[src/rtl/mlp_pkg.sv]
// Shared constants for the MLP output stage: conversion modes, collector states
// and the word-index width helper.
package mlp_pkg;

   localparam int OUT_RELU   = 0;
   localparam int OUT_OFFSET = 1;
   localparam int OUT_RAW    = 2;

   localparam logic [0:0] COLLECT = 1'b0;
   localparam logic [0:0] PENDING = 1'b1;

   localparam int NUM_NEURON_DEF = 10;
   localparam int IDX_W_DEF      = $clog2(NUM_NEURON_DEF);

   // Index width for a given neuron count; never narrower than one bit.
   function automatic int idx_width(input int n);
      return (n <= 2) ? 1 : $clog2(n);
   endfunction

endpackage

[src/rtl/word_converter.sv]
// Maps one signed neuron word onto an unsigned-comparable code for the max finder.
module word_converter
   import mlp_pkg::*;
#(
   parameter int dataWidth = 16,
   parameter int outMode   = OUT_RELU
) (
   input  logic [dataWidth-1:0] word_i,
   output logic [dataWidth-1:0] word_o
);

   always_comb begin
      word_o = word_i;
      case (outMode)
         OUT_RELU:   word_o = word_i[dataWidth-1] ? '0 : word_i;
         OUT_OFFSET: word_o = {~word_i[dataWidth-1], word_i[dataWidth-2:0]};
         default:    word_o = word_i;
      endcase
   end

endmodule

[src/rtl/layer_output_collector.sv]
// Collects numNeuron converted words into one flat frame and releases it with a
// single-cycle pulse, holding frames back so pulses stay at least minGap apart.
module layer_output_collector
   import mlp_pkg::*;
#(
   parameter int numNeuron = 10,
   parameter int dataWidth = 16,
   parameter int outMode   = OUT_RELU,
   parameter int minGap    = 12
) (
   input  logic                           i_clk,
   input  logic                           i_rst,
   input  logic [dataWidth-1:0]           i_data,
   input  logic                           i_valid,
   output logic                           o_ready,
   input  logic                           i_abort,
   output logic [numNeuron*dataWidth-1:0] o_data,
   output logic                           o_valid,
   output logic                           o_overrun
);

   localparam int NN     = numNeuron;
   localparam int DW     = dataWidth;
   localparam int MG_EFF = (minGap < 1) ? 1 : minGap;
   localparam int IW     = idx_width(numNeuron);
   localparam int GW     = $clog2(MG_EFF + 1);

   logic [0:0]       state_q, state_d;
   logic [IW-1:0]    idx_q, idx_d;
   logic [NN*DW-1:0] shadow_q, shadow_d;
   logic [NN*DW-1:0] data_q, data_d;
   logic             valid_q, valid_d;
   logic             overrun_q, overrun_d;
   logic [GW-1:0]    gap_q, gap_d;
   logic [GW-1:0]    elapsed;
   logic [DW-1:0]    conv_word;
   logic             accept;
   logic             gap_ok;

   word_converter #(
      .dataWidth (DW),
      .outMode   (outMode)
   ) u_conv (
      .word_i (i_data),
      .word_o (conv_word)
   );

   assign o_ready   = (state_q == COLLECT);
   assign o_data    = data_q;
   assign o_valid   = valid_q;
   assign o_overrun = overrun_q;

   assign accept = i_valid && o_ready && !i_abort;

   // Decision is made one cycle ahead of the pulse: a pulse in the next cycle is
   // legal when (cycles since last pulse + 1) reaches minGap.
   assign elapsed = valid_q ? '0 : gap_q;
   assign gap_ok  = ({1'b0, elapsed} + (GW+1)'(1)) >= (GW+1)'(MG_EFF);

   always_comb begin
      state_d   = state_q;
      idx_d     = idx_q;
      shadow_d  = shadow_q;
      data_d    = data_q;
      valid_d   = 1'b0;
      overrun_d = i_valid && !o_ready && !i_abort;
      gap_d     = gap_q;

      if (valid_q)
         gap_d = GW'(1);
      else if (gap_q < GW'(MG_EFF))
         gap_d = gap_q + GW'(1);

      if (state_q == COLLECT) begin
         if (i_abort) begin
            idx_d = '0;
         end else if (accept) begin
            shadow_d[int'(idx_q)*DW +: DW] = conv_word;
            if (idx_q == IW'(NN-1)) begin
               idx_d = '0;
               if (gap_ok) begin
                  data_d  = shadow_d;
                  valid_d = 1'b1;
               end else begin
                  state_d = PENDING;
               end
            end else begin
               idx_d = idx_q + IW'(1);
            end
         end
      end else begin
         // The held frame lives in the shadow until released or discarded.
         if (i_abort) begin
            state_d = COLLECT;
            idx_d   = '0;
         end else if (gap_ok) begin
            data_d  = shadow_q;
            valid_d = 1'b1;
            state_d = COLLECT;
         end
      end
   end

   always_ff @(posedge i_clk) begin
      if (i_rst) begin
         state_q   <= COLLECT;
         idx_q     <= '0;
         shadow_q  <= '0;
         data_q    <= '0;
         valid_q   <= 1'b0;
         overrun_q <= 1'b0;
         gap_q     <= GW'(MG_EFF);
      end else begin
         state_q   <= state_d;
         idx_q     <= idx_d;
         shadow_q  <= shadow_d;
         data_q    <= data_d;
         valid_q   <= valid_d;
         overrun_q <= overrun_d;
         gap_q     <= gap_d;
      end
   end

endmodule

[config.mk]
export PLATFORM = sky130hd
export DESIGN_NAME = layer_output_collector
export DESIGN_NICKNAME = d
export VERILOG_FILES = /design/src/rtl/mlp_pkg.sv /design/src/rtl/word_converter.sv /design/src/rtl/layer_output_collector.sv
export SDC_FILE = /design/constraint.sdc
export NUM_CORES = 1
export LEC_CHECK = 0
export BUFFER_PORTS_ARGS = -buffer_cell sky130_fd_sc_hd__buf_2
export CORE_AREA = 2 2 194 177
export DETAILED_ROUTE_END_ITERATION = 10
export DIE_AREA = 0 0 196 179
export PLACE_DENSITY = 0.77
export SLEW_MARGIN = 20
export SYNTH_ARGS = -nofsm -noshare
export SYNTH_HDL_FRONTEND = slang
export SYNTH_HIERARCHICAL = 1
export SYNTH_SLANG_ARGS = --single-unit
[constraint.sdc]
create_clock -name i_clk -period 2.5 [get_ports i_clk]
set_clock_uncertainty 0.2 [all_clocks]
set_input_delay 0.375 -clock i_clk [delete_from_list [all_inputs] [get_ports i_clk]]
set_output_delay 0.375 -clock i_clk [all_outputs]
set_load 0.005 [all_outputs]
; ---- Word level (Yosys, flattened, before mapping)
; Index checks and enable logic that the tools add are counted.
[totals]
regBits = 331
elab_cells = 62
[classes]
n_shift = 2
n_eq_ne = 2
muxes = 29
n_reduce_logical = 13
magnitude_cmp = 2
bitwise_logic = 2
addsub = 4
[ops]
columns = cell, n
row1 = $mux W160, 7
row2 = $bwmux W160, 1
row3 = $shift A16 B33 Y160 const A, 1
row4 = $shiftx A16 B33 Y160, 1
row5 = $neg A8 Y33, 1
row6 = $mux W4, 8
row7 = $mux W15, 1
row8 = $mux W1, 12
row9 = $add A4 B1 Y4 const B, 2
row10 = $reduce_bool A2 Y1, 4
row11 = $add A4 B1 Y5 const B, 1
row12 = $ge A5 B4 Y1 const B, 1
row13 = $eq A4 B4 Y1 const B, 1
row14 = $logic_and A1 B1 Y1, 4
row15 = $lt A4 B4 Y1 const B, 1
row16 = $reduce_and A4 Y1, 1
row17 = $reduce_and A3 Y1, 1
row18 = $ne A2 B2 Y1 const B, 1
row19 = $not A1 Y1, 2
row20 = $reduce_and A2 Y1, 1
row21 = $reduce_or A2 Y1, 1
row22 = $logic_not A1 Y1, 1

; ---- Longest topological paths before layout
; Gate-level depths: netlist of run 1.
[logic_depth]
ltp_word = 8
mapped_depth = 12

; ---- Modules after synthesis
; The synthesis of run 1 kept the hierarchy.
[modules_own_cells]
columns = module, n_inst, area_each_um2, cells_each
row1 = layer_output_collector, 1, 14591.5, 1709
row2 = word_converter, 1, 143.9, 18

; ---- Worst setup path after synthesis of run 1
; OpenSTA, ideal clock, no wires.
[synth_path]
path_type = reg2reg
from = register idx_q[0]
to = register data_q[70] (netlist: o_data[70])
t_arrival_ns = 2.497
stages_incl_launch_ff = 10
period_less_slack_ns = 2.788
setup_slack_ns = -0.288
setup_ns = 0.091
path_cell_list = dfxtp_1 clkbuf_1 inv_1 ha_1 or2_2 buf_2 nor3_2 buf_2 nand3_1 a311oi_1
[synth_via]
elab_chain_len = 8
[synth_rtl]
columns = item, line_no
row1 = "start, declared", layer_output_collector.sv:29  ; logic [IW-1:0] idx_q, idx_d;
row2 = "start signal, assigned", layer_output_collector.sv:115  ; idx_q <= idx_d;
row3 = $neg A8 Y33, layer_output_collector.sv:78  ; shadow_d[int'(idx_q)*DW +: DW] = conv_word;
row4 = $shiftx A16 B33 Y160 or $shift A16 B33 Y160 (tied branches), layer_output_collector.sv:78
row5 = $bwmux W160, layer_output_collector.sv:78
row6 = $mux W160, layer_output_collector.sv:81  ; if (gap_ok) begin
row7 = $mux W160, layer_output_collector.sv:79  ; if (idx_q == IW'(NN-1)) begin
row8 = $mux W160, layer_output_collector.sv:77  ; end else if (accept) begin
row9 = $mux W160, layer_output_collector.sv:75  ; if (i_abort) begin
row10 = $mux W160, layer_output_collector.sv:74  ; if (state_q == COLLECT) begin
row11 = "end signal, assigned", layer_output_collector.sv:117  ; data_q <= data_d;
row12 = "end, declared", layer_output_collector.sv:31  ; logic [NN*DW-1:0] data_q, data_d;
; Parallel ways exist; a longest one is shown, timed or not. The select of a mux whose other input is x is not followed.
; A chain may end at the register's enable or synchronous reset.

; ---- Worst setup path after layout of run 1
[layout_path]
from = input port i_valid
to = register data_q[131] (netlist: o_data[131])
[layout_via]
elab_chain_len = 4
[layout_rtl]
columns = item, line_no
row1 = "start, declared", layer_output_collector.sv:14  ; input logic i_valid,
row2 = $logic_and A1 B1 Y1 (2 in a row), layer_output_collector.sv:53  ; assign accept = i_valid && o_ready && !i_abort;
row3 = $reduce_bool A2 Y1 (no line), --
row4 = $reduce_and A4 Y1 (no line), --
; No other way between the ends.

==> results of run 1 <==
[power by group]
| part | leakage [nW] | total (W) | internal (W) | switching, W |
|---|---|---|---|---|
| clock | 0.642 | 0.00577 | 0.00351 | 0.00225 |
| combinational | 3.80 | 0.000537 | 0.000164 | 0.000372 |
| sequential | 2.67 | 0.00529 | 0.00528 | 0.00000487 |
[flip-flops by register name, summed over array words and instances (netlist names)]
signal and count:
shadow_q 160, o_valid 1, gap_q 4, o_data 160, state_q 1, o_overrun 1, idx_q 4
[through the flow]
step | instances | cell area [sq um] | hold slack [ns]
6_report | 2355 | 18300 | 0.191
3_5_place_dp | 2274 | 16700 | 0.245
4_1_cts | 2346 | 18000 | 0.161
2_1_floorplan | 1727 | 14800 | 0.232
5_1_grt | 2354 | 18300 | 0.205
3_3_place_gp | 2274 | 16700 | 0.238
[what timing repair did]
action	4_1_cts	5_1_grt
buffers inserted	2	4
setup endpoints to repair	28	130
gates cloned	1	4
resized for setup	3	21
hold buffers	2	0
pin swaps	1	4
hold endpoints to repair	4	0
[tightest hold or removal path, cell delays in order]
cell	delay, ns
buf_2	0.21
or2_2	0.22
a21oi_1	0.05
[routing by layer]
layer | part of all wire [%] | routed length, um | vias up | global-route usage (%)
met5 | 0 | 0 | - | 0
met4 | 2.9 | 1340 | 0 | 8.18
met3 | 9.9 | 4620 | 93 | 5.78
met2 | 45 | 20800 | 673 | 39.1
met1 | 42 | 19800 | 6743 | 34.9
li1 | - | - | 6469 | -
[cell usage after synthesis (3+ instances only)]
library cell / count / area [sq um]
and2_1: 32 / 200
nor2b_1: 9 / 56.3
nor2b_2: 7 / 61.3
ha_1: 6 / 75.1
or4b_2: 3 / 30.0
dfxtp_1: 331 / 6630
nand2b_1: 22 / 138
a211oi_1: 81 / 608
buf_2: 53 / 265
nor4b_1: 3 / 26.3
nand3b_1: 3 / 22.5
buf_4: 4 / 30.0
nand2_1: 187 / 702
inv_1: 4 / 15.0
nor3_2: 3 / 30.0
a31oi_1: 17 / 106
or2_2: 3 / 18.8
o2111ai_1: 3 / 26.3
a311oi_1: 48 / 420
o31ai_1: 16 / 120
clkbuf_1: 111 / 417
and2b_2: 3 / 26.3
or4b_1: 14 / 140
and3_1: 19 / 119
nor3b_1: 17 / 128
buf_1: 6 / 22.5
nand3_1: 116 / 581
o221ai_1: 16 / 140
nor2_1: 216 / 811
o21ai_0: 50 / 250
o211ai_1: 3 / 22.5
a21oi_1: 133 / 666
nor3_1: 5 / 25.0
mux2i_1: 129 / 1290
nand4_1: 19 / 119
[logic make-up (layout without fill, tap and decap cells)]
| family | count (synthesis) | after routing | share of synthesized area [%] |
|---|---|---|---|
| AO/OA/AOI/OAI | 382 | 382 | 17.3 |
| XOR/XNOR | 3 | 3 | 0.178 |
| adder cells (fa/ha/maj) | 6 | 6 | 0.509 |
| buffers and inverters | 180 | 378 | 5.20 |
| flip-flops | 331 | 331 | 45.0 |
| multiplexers | 129 | 129 | 8.76 |
| other | 1 | 2 | 0.0254 |
| AND/OR/NAND/NOR | 695 | 695 | 23.1 |
[final timing paths]
| check | from | endpoint | slack [ns] | cells past startpoint |
|---|---|---|---|---|
| worst max-delay path | i_valid | o_data[131] | 0.05 | 9 |
| worst min register to register | shadow_q[24] | shadow_q[24] | 0.25 | 2 |
| worst max register to register | idx_q[0] | shadow_q[150] | 0.07 | 7 |
| worst min-delay path | i_abort | idx_q[2] | 0.19 | 3 |
[cell type report]
class,count,area (sq um),area share [%]
multi-input combinational,1216,7490,40.9
sequential,331,6630,36.2
timing repair buffer,307,2330,12.7
clock buffer,46,1050,5.75
tap,429,537,2.93
clock inverter,21,245,1.34
inverter,4,15.0,0.0820
antenna,1,2.50,0.0137
==> impl_metrics.toml, run 1 <==
[clock_network]
clk_latency_ns = 0.52
cts_htree_levels = 2
clk_pin_slew_ns = 0.06
clockRootBuffer = "clkbuf_16"
cts_tree = "done"
cts_buffer_depth = 3
cts_buffers = 37
clock_sinks = 331

[floorplanning]
die_area_sq_mm = 0.0351
fp.coreArea_sq_mm = 0.0333
fp.dieH_um = 179
num_rows = 64
initial_utilization_pct = 44.2
die_x_um = 196
io-pin-count = 183

[synth]
syn_avg_cell_area_sq_um = 8.53
ys_dominant_reg_cell = "dfxtp_1"
syn-num-nets = 1753
ys_seq_area_share_pct = 45.0
synth_edf_count = 0
syn_inst = 1727
ys_ff_latch = 331
synth.cell_area_sq_mm = 0.0147
synthArstFlopShare_pct = 0
yosys_warnings = 6
synth.distinct_cells = 63

[sta]
tns_ns = 0
max-slew-margin-rel_pct = 46.9
max_freq_ghz = 0.408
min_period_ns = 2.45
min_period_over_period_pct = 98.0
tightest_slew_ns = 0.797
setup_viol = 0
hold_viol_final = 0
rsz0062_at_grt = "true"
slew_viol_final = 0
fin_ws_ns = 0.0496

[setup_path]
crit_path_start_kind = "input pin"
cp_num_buf_inv = 5
worstPathArrival_ns = 2.63
cp_slowest_stage_delay_ns = 0.56
critical_path_class = "in -> reg"
critPathMaxFanout = 11
crit_path_top_delay_cell = "dlygate4sd3_1"
crit_chain = "dlygate4sd3_1, buf_2, nand4b_4, a2111oi_4, buf_4, buf_4, clkbuf_16, mux2i_1, o221ai_1"
worstPathRequired_ns = 2.68
path_delay_family = "buffers and inverters"
cp_common_cell = "buf_4"
crit_path_end_kind = "register"

[detailed_routing]
wl_per_cell_um = 19.7
viasPerCell = 5.94
route.detailed.drc = 0
drt_iter0_drc = 1289
final_antenna_net_count = 0
drt_wl_total_um = 46500
drtPass1Iterations = 5
num_vias = 13978

[grt]
grt_pass1_vias = 12869
grt_usage_pct = 25.2
grt_max_degree = 125
grt_pass1_wl_um = 70600
antenna_found_initial = 1
grt_overflow = 0

[placed_design]
hpwl_um = 29900
gp_congestion = 0.919
numPortBuffers = 182
dp_slack_ns = -0.0808

[finish]
final_common_cell = "dfxtp_1"
final_nets = 1923
final_core_util_pct = 54.9
n_fill_cell = 2909
layout-drive-gt1-share_pct = 22.1
area_growth_pct = 24.2
final_cell_mix = "dfxtp_1, nor2_1, nand2_1"

[power]
power.density_mw_per_mm2 = 633
p_leak_nw = 7.11
peakVddDrop_mv = 0.399
total_power_w = 0.0116

[outcome]
run_status = "finished clean"

[min_path]
hold_class = "in -> reg"

[run]
maxCapViolCount = 0
No activity file was read; power rests on OpenSTA's default activity.
==> run 2, diff against run 1 <==
Settings changed: CORE_AREA 2 2 194 177 to 2 2 237 216, DIE_AREA 0 0 196 179 to 0 0 239 218, PLACE_DENSITY 0.77 to 0.59, SLEW_MARGIN 20 to 0.
==> run 2 against run 1 <==
Final cell count increased by 8.6%. Non-clock buffer count decreased by 10. Via count decreased by 2.9%. Sequential power about the same. Clock power decreased by 1%. Global-route usage decreased by 6.9 points. Wire length increased by 6.9%. Combinational power increased by 3%. Maximum frequency increased by 0.25%. Total power decreased by 0.33%. Sequential share of layout area decreased by 0.13 points. Critical endpoint is now shadow_q[135].
==> impl_metrics.toml, run 2 (same netlist as run 1, synthesis figures left out) <==
[outcome]
run_status = "finished clean"

[power]
swShare_pct = 22.9
sequentialPowerShare_pct = 45.8
peakVddDrop_mv = 0.505
pwr-share-clk_pct = 49.4
p_leak_nw = 7.05
power.density_mw_per_mm2 = 629
intPower_w = 0.00890
p_comb_share_pct = 4.8
switchingPower_w = 0.00265

[clock_network]
cts_htree_levels = 2
cts_buffers = 38
cts_tree = "done"
clock_sinks = 331
clk_latency_ns = 0.55
clockRootBuffer = "clkbuf_16"
cts_buffer_depth = 3
clk_pin_slew_ns = 0.06

[sta]
fin_ws_ns = 0.0557
setup_viol = 0
tightest_slew_ns = 1.04
max_freq_ghz = 0.409
min_period_ns = 2.44
max-slew-margin-rel_pct = 30.4
rsz0062_at_grt = "true"
slew_viol_final = 0
hold_viol_final = 0
min_period_over_period_pct = 97.8

[finish]
n_fill_cell = 5020
final_cell_area_sq_mm = 0.0184
seq_area_sq_mm = 0.00663
layout-drive-gt1-share_pct = 20.8
final_nets = 1914
multi_input_area_sq_mm = 0.00745
area_growth_pct = 24.6
final_cell_mix = "dfxtp_1, nor2_1, nand2_1"
final_common_cell = "dfxtp_1"

[grt]
grt_max_degree = 213
grt_pass1_wl_um = 74900
grt_overflow = 0
antenna_found_initial = 6
grt_usage_pct = 18.4
grt_pass1_vias = 12574

[detailed_routing]
wl_met2_um = 21900
viasPerCell = 5.31
wl_met1_um = 22200
drt_iter0_drc = 1455
num_vias = 13566
drtPass1Iterations = 5
routed.top_layer = "met5"
final_antenna_net_count = 0
wl_met3_um = 4510
route.detailed.drc = 0
wl_per_cell_um = 19.4
drt_wl_total_um = 49700

[run]
maxCapViolCount = 0

[setup_path]
rr_worst_depth = 7
r2r_end = "shadow_q[135]"
worstPathRequired_ns = 2.75
worstPathArrival_ns = 2.69
critical_path_class = "reg -> reg"
timing.critical_path.from = "idx_q[0]"
cp_slowest_stage_delay_ns = 0.48
r2r_start = "idx_q[0]"
crit_chain = "inv_1, ha_2, nor2_1, o2111ai_2, buf_12, or4b_1, a21oi_1"
endpoint = "shadow_q[135]"
crit_path_start_kind = "register"
crit_path_top_delay_cell = "or4b_1"
reg2reg_slack_ns = 0.06
critPathMaxFanout = 25
crit_path_end_kind = "register"

[placed_design]
placed_area_sq_mm = 0.0169
hpwl_um = 32200
gp_congestion = 0.835
dp_slack_ns = 0.0355
numPortBuffers = 182

[floorplanning]
initial_utilization_pct = 29.6
fp.coreArea_sq_mm = 0.0498
io-pin-count = 183
num_rows = 78
fp.dieH_um = 218
die_x_um = 239
die_area_sq_mm = 0.0521

[min_path]
hold_class = "in -> reg"
worstHoldPathCells = 4
run 2: worst min-delay path by stage:
stage             startpoint             to  slack, ns
2_1_floorplan  shadow_q[100]  shadow_q[100]       0.23
3_3_place_gp   shadow_q[108]  shadow_q[108]       0.24
3_5_place_dp    shadow_q[99]   shadow_q[99]       0.25
4_1_cts            i_data[4]  shadow_q[100]       0.09
5_1_grt            i_data[4]  shadow_q[100]       0.12
6_report           i_data[4]  shadow_q[100]       0.12
run 2: layout make-up:
cell class | count | area share, %
flip-flops and latches | 331 | 36.1
clock inverters | 11 | 0.906
clock buffers | 55 | 5.96
multi-input cells | 1216 | 40.6
diodes | 3 | 0.0409
well taps | 640 | 4.36
inverters | 4 | 0.0818
repair buffers | 297 | 12.0
run 2: per-layer routing:
| layer | global-route usage (%) | vias to the layer above |
|---|---|---|
| li1 | - | 6460 |
| met1 | 25.8 | 6513 |
| met2 | 27.9 | 515 |
| met3 | 4.47 | 76 |
| met4 | 4.96 | 2 |
| met5 | 0 | - |
run 2: power by group through the flow:
stage	Clock (W)	Combinational, W	Sequential [W]
after detailed placement	0	0.000532	0.00540
after global placement	0	0.000525	0.00540
after floorplan	0	0.000295	0.00540
after global routing	0.00604	0.000586	0.00528
after CTS	0.00583	0.000536	0.00529
final	0.00571	0.000553	0.00529
run 2: critical path, delay by kind of cell, from the launching register on:
kind | cells | cell delay [ns]
flops | 1 | 0.41
fa+ha+maj | 1 | 0.32
simple gates | 2 | 0.72
buf+inv | 2 | 0.30
compound gates | 2 | 0.42
run 2: timing repair:
action / CTS / global route
gates resized for setup: 0 / 15
endpoints found under the hold margin: 1 / 0
endpoints found under the setup margin: 0 / 147
setup buffers: 0 / 4
hold buffers: 1 / 0
run 2: stage by stage:
| step | utilization, % | TNS [ns] | power, W | instances | hold slack [ns] |
|---|---|---|---|---|---|
| 4_1_cts | 36.6 | 0 | 0.0117 | 2547 | 0.0950 |
| 5_1_grt | 36.9 | -0.0309 | 0.0119 | 2555 | 0.118 |
| 3_5_place_dp | 34.0 | 0 | 0.00593 | 2480 | 0.245 |
| 6_report | 36.9 | 0 | 0.0115 | 2557 | 0.117 |
| 2_1_floorplan | - | -0.509 | 0.00570 | 1727 | 0.232 |
| 3_3_place_gp | 34.0 | 0 | 0.00593 | 2480 | 0.238 |
